===== src/rtl/morse_encoder.sv =====
// morse_encoder: serialises one ASCII character per handshake into an on/off Morse key waveform.
module morse_encoder #(
    parameter int TICK_DIV = 4
) (
    input  logic       i_clk,
    input  logic       i_rst,
    input  logic       i_valid,
    input  logic [7:0] i_data,
    output logic       o_ready,
    output logic       o_key,
    output logic       o_busy,
    output logic       o_err,
    output logic       o_eom
);
    localparam int DW = $clog2(TICK_DIV) + 1;
    typedef enum logic [1:0] {IDLE, SEND, HALT} state_t;
    state_t state, state_n;
    logic [19:0] sr, sr_n, code;
    logic [4:0] cnt, cnt_n, len;
    logic [DW-1:0] div, div_n;
    logic plus, plus_n, hit, wrap;
    always_comb begin
        code = '0;
        len = '0;
        hit = 1'b1;
        case (i_data)
            8'd72: begin code = 20'b1010101000; len = 5'd10; end
            8'd69: begin code = 20'b1000; len = 5'd4; end
            8'd82: begin code = 20'b1011101000; len = 5'd10; end
            8'd65: begin code = 20'b10111000; len = 5'd8; end
            8'd83: begin code = 20'b10101000; len = 5'd8; end
            8'd67: begin code = 20'b11101011101000; len = 5'd14; end
            8'd78: begin code = 20'b11101000; len = 5'd8; end
            8'd75: begin code = 20'b111010111000; len = 5'd12; end
            8'd79: begin code = 20'b11101110111000; len = 5'd14; end
            8'd95: begin code = 20'b1110101010111000; len = 5'd16; end
            8'd84: begin code = 20'b111000; len = 5'd6; end
            8'd77: begin code = 20'b1110111000; len = 5'd10; end
            8'd68: begin code = 20'b1110101000; len = 5'd10; end
            8'd57: begin code = 20'b11101110111011101000; len = 5'd20; end
            8'd49: begin code = 20'b10111011101110111000; len = 5'd20; end
            8'd43: begin code = 20'b1011101011101000; len = 5'd16; end
            default: hit = 1'b0;
        endcase
    end
    assign wrap = div == DW'(TICK_DIV - 1);
    // Patterns are stored right-aligned and shifted so the first element sits at bit 19.
    always_comb begin
        state_n = state;
        sr_n = sr;
        cnt_n = cnt;
        div_n = div;
        plus_n = plus;
        case (state)
            IDLE: if (i_valid && hit) begin
                state_n = SEND;
                sr_n = code << (5'd20 - len);
                cnt_n = len;
                div_n = '0;
                plus_n = i_data == 8'd43;
            end
            SEND: if (cnt == 5'd0) begin
                state_n = plus ? HALT : IDLE;
            end else begin
                div_n = wrap ? '0 : div + 1'b1;
                sr_n = wrap ? sr << 1 : sr;
                cnt_n = wrap ? cnt - 5'd1 : cnt;
            end
            default: state_n = HALT;
        endcase
    end
    always_ff @(posedge i_clk) begin
        if (i_rst) begin
            state <= IDLE;
            sr <= '0;
            cnt <= '0;
            div <= '0;
            plus <= 1'b0;
            o_ready <= 1'b1;
            o_key <= 1'b0;
            o_busy <= 1'b0;
            o_err <= 1'b0;
            o_eom <= 1'b0;
        end else begin
            state <= state_n;
            sr <= sr_n;
            cnt <= cnt_n;
            div <= div_n;
            plus <= plus_n;
            o_ready <= state_n == IDLE;
            o_key <= state == SEND && cnt != 5'd0 && sr[19];
            o_busy <= state_n == SEND;
            o_err <= state == IDLE && i_valid && !hit;
            o_eom <= state_n == HALT;
        end
    end
endmodule


===== config.mk =====
export PLATFORM = sky130hd
export DESIGN_NAME = morse_encoder
export DESIGN_NICKNAME = d
export VERILOG_FILES = /design/src/rtl/morse_encoder.sv
export SDC_FILE = /design/constraint.sdc
export NUM_CORES = 1
export LEC_CHECK = 0
export BUFFER_PORTS_ARGS = -buffer_cell sky130_fd_sc_hd__buf_2
export CAP_MARGIN = 20
export CORE_ASPECT_RATIO = 0.7
export CORE_MARGIN = 2
export CORE_UTILIZATION = 54
export DETAILED_ROUTE_END_ITERATION = 8
export PLACE_DENSITY = 0.75
export SETUP_SLACK_MARGIN = 0.02
export SKIP_CTS_REPAIR_TIMING = 1
export SLEW_MARGIN = 30
export SYNTH_ARGS = -nofsm -noshare
export SYNTH_HDL_FRONTEND = slang
export SYNTH_SLANG_ARGS = --single-unit

===== constraint.sdc =====
create_clock -name i_clk -period 2.6 [get_ports i_clk]
set_input_delay 0 -clock i_clk [delete_from_list [all_inputs] [get_ports i_clk]]
set_output_delay 0 -clock i_clk [all_outputs]
set_load 0.1 [all_outputs]

======== Yosys cells after proc, flatten, opt, wreduce, memory -nomap -nowiden ========
Cells that the tools add are included.
storage, ports and cells
  bits in registers ....................... 36
  output and inout port bits .............. 5
  word-level logic and storage cells ...... 76
cells by class
  add/sub/neg operators ................... 3
  equality and inequality tests ........... 23
  shift operators ......................... 1
  muxes and demuxes ....................... 19
  reductions and logical operators ........ 20
operators by type and width
  cell                   number
  $pmux W20 S16          1
  $eq A8 B7 Y1 const B   13
  $mux W20               3
  $pmux W20 S2           1
  $pmux W5 S8            1
  $eq A8 B6 Y1 const B   3
  $shl A20 B5 Y20        1
  $reduce_or A16 Y1      1
  $mux W5                3
  $pmux W5 S2            1
  $mux W3                3
  $mux W2                3
  $ne A2 B2 Y1 const B   3
  $pmux W3 S2            1
  $reduce_or A2 Y1       3
  $logic_and A1 B1 Y1    5
  $logic_not A5 Y1       1
  $reduce_bool A5 Y1     1
  $sub A5 B1 Y5 const B  1
  $sub A5 B5 Y5 const A  1
  $eq A2 B1 Y1 const B   2
  $logic_not A2 Y1       2
  $pmux W2 S2            1
  $reduce_and A4 Y1      1
  other kinds (10)       10

======== Depth between registers and ports, before layout ========
  depth after elaboration ................. 7
  mapped depth ............................ 16

======== Worst setup path before layout ========
OpenSTA, ideal clock, no wires.
  kind .................................... input-to-reg
  start point ............................. in i_data[3]
  end point ............................... reg sr[14]
  arrival ................................. 2.660 ns
  data required time ...................... 2.476 ns
  slack ................................... -0.184 ns
  stages on the path ...................... 15
  buffers on the path ..................... 3
  cells stage by stage .................... clkbuf_1 clkbuf_1 clkbuf_1 nand3b_1 nand3_1 nand3_1 inv_1 ha_1 inv_1 a2111oi_0 a211oi_1 o2111a_1 nor3b_4 a221oi_1 a21oi_1
on the way
  longest elaborated chain between the ends .. 7
ends and longest elaborated chain
  element                                                          RTL line  RTL
  start: declaration                                               8         input logic [7:0] i_data,
  $eq A8 B7 Y1 / $eq A8 B6 Y1 (equally long branches)              26        case (i_data)
  $reduce_or A4 Y1 (no source line), or another cell as far along  n/a
  $pmux W5 S8                                                      26
  $sub A5 B5 Y5                                                    57        sr_n = code << (5'd20 - len);
  $shl A20 B5 Y20                                                  57
  $mux W20                                                         55        IDLE: if (i_valid && hit) begin
  $pmux W20 S2                                                     54        case (state)
  end signal: assignment                                           86        sr <= sr_n;
  end: declaration                                                 18        logic [19:0] sr, sr_n, code;
Several ways; a longest one is shown, not always the timed one. The select of a mux whose other input is x is not followed.
A chain may end at the register's enable or synchronous reset.

======== Final worst setup path ========
  start point ............................. in i_data[6]
  end point ............................... reg sr[12]
The elaborated chain is that of the path after synthesis.

==> key figures <==
Run status
  • Run status: completed

Route
  • Via count of the routed design: about 2.8k
  • DRC: 0
  • First DRT Iteration DRCs: about 230
  • WL final: 7462 microns
  • Vias per inst: between 6 and 7
  • Antenna-violating nets left: 0
  • TritonRoute pass-1 iters: 5
  • Routed length per instance: between 15 and 20 microns

Pwr
  • P per Cell Area: 373.4 mW/mm^2
  • Comb power frac: 0.212
  • Max rail drop VDD: 0.3779 mV
  • Flop pwr share: 0.453
  • Leak: 1.173 nW
  • Clock group share of total power: 0.334
  • P_sw: 0.0003497 W
  • Sw frac: 0.3030
  • Internal: 0.0008042 W

Worst setup path
  • CP required: about 2.8 ns
  • Largest stage delay, worst path: 0.52 ns
  • CP arrival: approximately 2.7 ns
  • CP Class: in2reg
  • Crit-path slowest cell: or4bb_4
  • Worst Setup End Kind: flip-flop
  • CP dominant cell by count: buf_4
  • Crit path cell chain: buf_2, or4bb_4, or2_2, a22o_1, nand2_2, ha_4, inv_1, a2111oi_4, a211oi_2, o2111a_2, buf_4, buf_4, nor3b_1, o21ai_1, a21oi_1
  • Kind of start point of the critical path: input port
  • Crit Path Max Fanout: 7

Die
  • Area of the core: 0.004379 sq mm
  • Initial cell density of the core: 0.5674
  • # IOs: 16
  • Die Wd: around 85 microns
  • Die ar.: 0.005169 sq mm
  • Die Ht: 60.76 microns
  • Row count: 20

Clocking
  • Bufs on Longest Clock Path: 2
  • CTS Root Cell: clkbuf_8
  • CTS tree: built
  • CTS Buf Count: 5
  • H-tree depth: 2
  • Clock sinks: 33
  • Clock Pin Slew Worst Setup and Hold Paths: 0.07 ns
  • Worst-Skew Late Latency: 0.29 ns

Timing
  • RSZ-0062 raised after global routing: true
  • Slew @ Worst Pin: 0.5279 ns
  • Clock Skew: 0.006929 ns
  • Final Hold Viols: 0
  • Relative slew slack: 0.6459
  • Final Max Tran Viols: 0
  • Tcrit/Tclk final: 0.9584
  • Min Tclk post-route: roughly 2.5 ns
  • Max Freq: 401.3 MHz
  • Final setup vio count: 0

Global routing
  • All-layer global routing usage: 0.2967
  • First-pass GRT wire length: 11,950 microns
  • Initial antenna violation count: 0
  • Vias in the first global route: 2,377
  • Grt total ovfl: 0
  • Largest net degree at the start of global routing: 30

Synth
  • Area share of and/or/nand/nor cells after synthesis: 0.2910
  • Top-count cell post-synth: o21ai_0
  • Number of flops mapped to enable cells by yosys: 0
  • Synth warn: 0
  • #FFs+latches synth: 33
  • Mean Syn Cell Area: 7.646 sq um
  • Share of the synthesized area in the top cell type: 0.2659
  • Most instantiated cells after synthesis: 35 x o21ai_0, 33 x dfxtp_1, 25 x nand2_1
  • Main synth FF type: dfxtp_1
  • Async set-reset flop share out of synthesis: 0
  • Xor/xnor cell area share of the yosys netlist: 0.01410
  • Post-synthesis cell area: 0.002485 sq mm
  • Synth Net Count: 340
  • Synth Area in Compound Gates: 0.3323
  • Largest family of logic cells by synthesized area: compound AO/OA/AOI/OAI gates
  • Synth top area cells: dfxtp_1 27%, o21ai_0 7.0%, a21oi_1 3.8%
  • Synth Area in Adders: 0.02417
  • Cell count after synthesis: about 330
  • Mux cell area share after synthesis: 0.01208
  • Netlist cell types: a little under 70
  • Post-synthesis sequential area ratio: 0.2659
  • Post-synth top area cell: dfxtp_1

Place
  • GPL Wtd Cong: 0.9844
  • DP Wirelength: around 5500 microns
  • Post-Place Cell Area: between 0.002 and 0.003 sq mm
  • Placed instance count: 417
  • Port Buf Inserts: 15

Finish
  • Non-Filler Instances: 427
  • Design Area, Final: between 0.003 and 0.004 sq mm
  • Final design utilization: 0.7057
  • Share of cells above drive strength 1: 0.2849
  • FILL cells: 359
  • Ant diodes: 0
  • Area Overhead vs Synth: 24.37%
  • Nets: about 390

Hold path
  • Hold crit path type: in2reg

Run
  • Max_cap viols: 0
## logic make-up (layout without fill, tap and decap cells)
logic type | Yosys count | in the layout
buf+inv | 37 | 84
flops | 33 | 33
simple gates | 120 | 120
mux | 3 | 3
xor+xnor | 4 | 4
compound gates | 123 | 123
fa+ha+maj | 5 | 5
## state kept, by name, indices dropped and copies added (netlist names)
register	count
o_key	1
o_ready	1
o_eom	1
sr	17
o_err	1
plus	1
div	3
state	2
cnt	5
o_busy	1
## final cells by class
| class | count | area (sq um) | share of cell area |
|---|---|---|---|
| clock buffer | 5 | 68.82 | 0.02227 |
| clock inverter | 3 | 17.52 | 0.005668 |
| inverter | 10 | 37.54 | 0.01215 |
| multi-input combinational | 255 | 1748 | 0.5656 |
| sequential | 33 | 660.6 | 0.2138 |
| tap | 55 | 68.82 | 0.02227 |
| timing repair buffer | 66 | 489.2 | 0.1583 |
## layer usage
layer / up-vias / GRT usage / share of wire
met5: - / 0 / 0
met4: 0 / 0.05896 / 0.0071
met3: 11 / 0.07755 / 0.10
met2: 133 / 0.4118 / 0.40
met1: 1289 / 0.4582 / 0.49
li1: 1326 / - / -
## power groups by stage
stage / Clock (W) / Sequential [W] / Combinational, W
2_1_floorplan: 0 / 0.000544 / 0.000134
3_3_place_gp: 0 / 0.000534 / 0.000230
3_5_place_dp: 0 / 0.000534 / 0.000231
4_1_cts: 0.000392 / 0.000523 / 0.000232
5_1_grt: 0.000416 / 0.000524 / 0.000265
6_report: 0.000386 / 0.000523 / 0.000245
## path summary, 6_finish.rpt
check	from	end	slack, ns	cells after the start
hold reg to reg	sr[3]	sr[3]	0.46	2
setup reg to reg	cnt[0]	sr[11]	0.30	10
setup / recovery	i_data[6]	sr[12]	0.11	15
hold / removal	i_rst	div[1]	0.07	2
## critical path: cells and delay by family
family	cells	cell delay (ns)
compound gates	6	1.00
simple gates	4	1.09
fa+ha+maj	1	0.14
buf+inv	4	0.49
## cells in the final DEF (no fill, tap or decap), drive strengths merged, types with 4 or more instances in the layout
master,n
nand3,9
buf,65
clkbuf,5
nor3,4
nand2,25
o21a,5
o211ai,6
nor2,18
inv,10
or2,4
a211oi,6
and2,4
o21ai,41
a21oi,20
nor3b,5
ha,4
or3b,6
nand4,6
a31oi,15
nand2b,10
nor2b,5
dfxtp,33
## per-stage QoR
step	setup slack (ns)	hold slack, ns	total power (W)	TNS [ns]
after floorplan	0.01632	0.1400	0.0006785	0
after global placement	-0.2670	0.2637	0.0007637	-2.258
after detailed placement	-0.3425	0.2739	0.0007653	-3.345
after CTS	-0.06461	-0.03653	0.001147	-0.06461
after global routing	-0.02721	0.09288	0.001205	-0.05000
final	0.1082	0.07261	0.001154	0
Power figures use the tool's default switching activity.
